===== src/rtl/taintcell_fifo.sv =====
// Shadow taint tracker for a first-word-fall-through FIFO: per-entry taint
// storage, shadow pointers/count, sticky occupancy taint and live tainted-entry count.
module taintcell_fifo #(
  parameter int    WIDTH = 64,
  parameter int    DEPTH = 8,
  parameter string MODE  = "precise",
  localparam int   CNT_W = $clog2(DEPTH+1)
) (
  input  logic             CLK,
  input  logic             reset,
  input  logic             PUSH,
  input  logic             POP,
  input  logic             FLUSH,
  input  logic             PUSH_taint,
  input  logic             POP_taint,
  input  logic [WIDTH-1:0] DATA_IN_taint,
  output logic [WIDTH-1:0] DATA_OUT_taint,
  output logic             FULL_taint,
  output logic             EMPTY_taint,
  output logic [CNT_W-1:0] COUNT,
  output logic [CNT_W-1:0] taint_sum
);

  localparam int PTR_W = (DEPTH > 1) ? $clog2(DEPTH) : 1;
  localparam logic [CNT_W-1:0] FULL_CNT = CNT_W'(DEPTH);
  localparam logic [CNT_W-1:0] ALMOST_CNT = CNT_W'(DEPTH-1);
  localparam logic [CNT_W-1:0] ONE_CNT = CNT_W'(1);

  generate
    if (MODE != "precise" && MODE != "conservative") begin : g_bad_mode
      $error("taintcell_fifo: unknown MODE '%s'", MODE);
    end
  endgenerate

  logic [WIDTH-1:0] r_mem [DEPTH];
  logic [PTR_W-1:0] r_wr_ptr, r_rd_ptr;
  logic [CNT_W-1:0] r_count, r_sum;
  logic             r_occ;

  // Controls are compared against a known 1 so an X request acts as idle.
  logic w_rst, w_flush, w_push, w_pop, w_push_t, w_pop_t;
  assign w_rst    = (reset      === 1'b1);
  assign w_flush  = (FLUSH      === 1'b1);
  assign w_push   = (PUSH       === 1'b1);
  assign w_pop    = (POP        === 1'b1);
  assign w_push_t = (PUSH_taint === 1'b1);
  assign w_pop_t  = (POP_taint  === 1'b1);

  logic             w_push_ok, w_pop_ok, w_occ_set, w_occ_clr;
  logic [WIDTH-1:0] w_wdata, w_head, w_mode_term;
  logic             w_wr_nz, w_rd_nz;

  assign w_push_ok = w_push & (r_count != FULL_CNT);
  assign w_pop_ok  = w_pop  & (r_count != '0);
  assign w_wdata   = DATA_IN_taint | {WIDTH{w_push_t}};
  assign w_wr_nz   = |w_wdata;
  assign w_rd_nz   = |r_mem[r_rd_ptr];
  assign w_occ_set = (w_push_ok & w_push_t) | (w_pop_ok & w_pop_t);
  // Only a clean pop that actually drains the queue forgets occupancy taint.
  assign w_occ_clr = w_pop_ok & ~w_pop_t & ~w_push_ok & (r_count == ONE_CNT);

  always_ff @(posedge CLK) begin
    if (w_rst || w_flush) begin
      r_wr_ptr <= '0;
      r_rd_ptr <= '0;
      r_count  <= '0;
      r_sum    <= '0;
      r_occ    <= 1'b0;
      for (int i = 0; i < DEPTH; i++) r_mem[i] <= '0;
    end else begin
      // push_ok & pop_ok implies 0<COUNT<DEPTH, so the two slots differ.
      if (w_push_ok) begin
        r_mem[r_wr_ptr] <= w_wdata;
        r_wr_ptr        <= r_wr_ptr + 1'b1;
      end
      if (w_pop_ok) begin
        r_mem[r_rd_ptr] <= '0;
        r_rd_ptr        <= r_rd_ptr + 1'b1;
      end
      r_count <= r_count + CNT_W'(w_push_ok) - CNT_W'(w_pop_ok);
      r_sum   <= r_sum + CNT_W'(w_push_ok & w_wr_nz) - CNT_W'(w_pop_ok & w_rd_nz);
      if (w_occ_set)      r_occ <= 1'b1;
      else if (w_occ_clr) r_occ <= 1'b0;
    end
  end

  generate
    if (MODE == "conservative") begin : g_cons
      assign w_mode_term = {WIDTH{r_occ}};
    end else begin : g_prec
      assign w_mode_term = '0;
    end
  endgenerate

  assign w_head         = (r_count != '0) ? r_mem[r_rd_ptr] : '0;
  assign DATA_OUT_taint = w_head | w_mode_term;
  assign FULL_taint     = r_occ & ((r_count == FULL_CNT) | (r_count == ALMOST_CNT));
  assign EMPTY_taint    = r_occ & (r_count <= ONE_CNT);
  assign COUNT          = r_count;
  assign taint_sum      = r_sum;

endmodule


===== config.mk =====
export PLATFORM = sky130hd
export DESIGN_NAME = taintcell_fifo
export DESIGN_NICKNAME = d
export VERILOG_FILES = /design/src/rtl/taintcell_fifo.sv
export SDC_FILE = /design/constraint.sdc
export NUM_CORES = 1
export LEC_CHECK = 0
export BUFFER_PORTS_ARGS = -buffer_cell sky130_fd_sc_hd__buf_2
export CORE_ASPECT_RATIO = 0.9
export CORE_MARGIN = 8
export CORE_UTILIZATION = 25
export CTS_CLUSTER_DIAMETER = 60
export DETAILED_ROUTE_END_ITERATION = 10
export PLACE_DENSITY = 0.53
export RECOVER_POWER = 100
export SLEW_MARGIN = 30
export SYNTH_ARGS = -nofsm -noshare
export SYNTH_HDL_FRONTEND = slang
export SYNTH_SLANG_ARGS = --single-unit

===== constraint.sdc =====
create_clock -name CLK -period 3.05 [get_ports CLK]
set_input_delay 0.305 -clock CLK [delete_from_list [all_inputs] [get_ports CLK]]
set_output_delay 0.305 -clock CLK [all_outputs]
set_load 0.01 [all_outputs]

==> results.py <==
metrics = {
    "power_and_ir_drop": {
        "p_seq_share_pct": 42.7,
        "power_uw": 16600,
        "power_per_cell_area_nw_per_um2": 547,
        "p_switching_uw": 4490,
        "pwr-share-clk_pct": 45.5,
        "leakage_uw": 0.0127,
        "p_int_uw": 12200,
        "combPwrFrac_pct": 11.8,
        "ir_drop_v": 0.000480,
        "switching_share_pct": 27.0,
    },
    "cells_and_area": {
        "layout.nets": 3220,
        "diodes": 0,
        "fillCellCount": 9832,
        "synthToLayoutAreaGrowth_pct": 27.5,
        "drive_above_1_share_pct": 20.7,
        "instances_no_fill": 4435,
        "multiInputGateArea_um2": 12500,
        "design_area_um2": 30400,
        "seqCellArea_um2": 10600,
        "fin_util_pct": 32.1,
    },
    "setup_path": {
        "path_class": "reg2reg",
        "cp_max_fo": 13,
        "endpoint_kind": "register",
        "crit_arrival_ps": 4350,
        "crit_path_start_kind": "register",
        "cp_data_required_time_ps": 3620,
    },
    "timing": {
        "finalSetupViolations": 5,
        "finalMaxSlewViolations": 0,
        "layout_setup_ws_ps": -728,
        "max_freq_ghz": 0.265,
        "finalCritPeriodShare_pct": 124,
        "worstMarginPinSlew_ps": 1350,
        "rsz0062_at_grt": "yes",
        "finalHoldViolations": 0,
        "slew_headroom_pct": 10.2,
        "finalSetupTns_ps": -2450,
        "fin_skew_ps": 36.8,
        "fin_crit_ps": 3780,
    },
    "yosys": {
        "yosys.area_share.adder_pct": 0.902,
        "synth_nets": 3036,
        "synthMuxAreaShare_pct": 11.4,
        "synth_top_cells_by_area": "dfxtp_1 (44%), nor2_1 (18%), a31oi_1 (13%)",
        "synth_commonest_cells": "nor2_1 (1176), dfxtp_1 (530), a31oi_1 (512)",
        "synth_simple_gate_area_share_pct": 20.5,
        "ys_warn_count": 0,
        "async_flop_share_pct": 0,
        "synth_top_family_by_area": "simple AND/OR/NAND/NOR gates",
        "syn-cell-area_um2": 23900,
        "synth_seq_cells": 530,
        "synthFlopType": "dfxtp_1",
        "synth_compound_area_share_pct": 16.7,
        "synth_area_leader_cell": "dfxtp_1",
        "synth_seq_area_share_pct": 44.4,
        "avgSynthCellArea_um2": 8.09,
        "synth.most_common_cell": "nor2_1",
        "synthCells": 2949,
        "synth-xor-area-share_pct": 0.330,
        "synth_top_area_share_pct": 44.4,
        "synth_cell_type_count": 36,
        "synth_edf_count": 0,
    },
    "clock_network": {
        "numCtsBuffers": 61,
        "cts_root_buf": "clkbuf_16",
        "clockBufferDepth": 3,
        "clk_latency_ps": 660,
        "cts_tree": "yes",
        "clk_pin_slew_ps": 60,
        "htree_levels": 2,
        "cts_sinks": 530,
    },
    "global_route": {
        "antenna_found_initial": 2,
        "grt_pass1_vias": 21400,
        "grt_pass1_wl_mm": 142,
        "grt_usage_pct": 17.2,
        "grt_max_degree": 205,
        "grt_overflow_total": 0,
    },
    "floorplan": {
        "die-height_um": 309,
        "die_x_um": 342,
        "initial_core_util_pct": 25.2,
        "fp.coreArea_um2": 94700,
        "dieArea_um2": 106000,
        "ios": 145,
        "placementRows": 107,
    },
    "placed_design": {
        "dp.cells": 4297,
        "post_dp_cell_area_um2": 27600,
        "io_buffers": 144,
        "dp_hpwl_mm": 60.6,
        "place.gp.congestion": 0.849,
    },
    "detailed_routing": {
        "via_per_inst": 5.26,
        "remaining_drc_errors": 0,
        "drt-initial-drc-count": 2814,
        "wirelength_mm": 95.4,
        "drtPass1Iterations": 8,
        "wl_per_cell_um": 21.5,
        "num_vias": 23300,
        "final_antenna_net_count": 0,
    },
    "run_status": {
        "status": "finished, violations left",
        "violations": "negative setup slack",
    },
    "flow_run": {
        "drv_cap": 0,
    },
    "hold_path": {
        "holdCritPathClass": "in2reg",
    },
}
[what timing repair did]
action / 4_1_cts / 5_1_grt
buffers inserted: 20 / 2
hold buffers: 1 / 0
pin swaps: 14 / 15
gates cloned: 4 / 1
setup endpoints to repair: 8 / 63
endpoints found under the hold margin: 1 / 0
resized for setup: 47 / 47
[final cells by class]
type / count / share of cell area, %
clock inverters: 20 / 0.839
flip-flops and latches: 530 / 34.9
clock buffers: 92 / 5.99
inverters: 12 / 0.152
multi-input cells: 2123 / 41.1
well taps: 1253 / 5.15
repair buffers: 405 / 11.8
[critical path: stages, from the launching register on]
cell	delay (ps)
dfxtp_4	470
buf_12	150
nand2b_4	220
bufbuf_16	350
o22ai_1	160
a21oi_2	340
nand4_1	130
nor4_1	290
nand4_1	290
and2_4	250
ha_4	260
inv_2	40
ha_4	150
fa_2	500
and2_1	100
[sequential cells by signal (all words and copies together) (netlist names), named ones only]
name,count
r_rd_ptr,3
r_occ,1
r_wr_ptr,3
taint_sum,4
COUNT,4
r_mem,512
[power groups by stage]
stage,logic (uW),registers (uW),clock network [uW]
floorplan,981,7230,0
global placement,1840,7250,0
detailed placement,1840,7250,0
CTS,1930,7100,7690
global route,2080,7110,8000
finish,1960,7100,7580
[cells by family (layout without fill, tap and decap cells)]
family / Yosys count / after routing
buffers and inverters: 296 / 529
AND/OR/NAND/NOR: 1257 / 1257
XOR/XNOR: 9 / 9
AO/OA/AOI/OAI: 648 / 648
adder cells (fa/ha/maj): 16 / 16
flip-flops: 530 / 530
multiplexers: 193 / 193
[through the flow]
stage / hold slack (ps) / worst slack [ps]
after CTS: 6.99 / -728
after global routing: 44.7 / -737
final: 47.2 / -728
after detailed placement: 482 / -1140
after global placement: 472 / -1280
after floorplan: 459 / 13.7
[cell usage in the layout (no fill, tap or decap), types with 14 or more instances in the layout]
cell type,count
mux2i_1,124
clkbuf_8,19
dfxtp_1,528
nor4_1,14
buf_12,61
buf_2,134
a21oi_2,35
clkbuf_1,22
mux4_2,64
a21oi_1,25
nor2_1,1164
o22ai_1,50
nand4_1,24
a31oi_1,512
buf_4,186
clkbuf_16,62
[worst paths after layout]
kind	start	endpoint	slack, ps	cells past startpoint
hold / removal	POP	r_occ	50	4
hold reg to reg	r_mem[1][22]	r_mem[1][22]	490	2
setup / recovery	register	taint_sum[1]	-730	14
setup reg to reg	register	taint_sum[1]	-730	14
[layer usage]
metal / share of wire, % / GRT usage [%]
met3: 9.4 / 2.82
met2: 41 / 25.1
met1: 48 / 26.3
met4: 1.7 / 3.48
met5: 0 / 0
(Power assumes the default switching activity.)
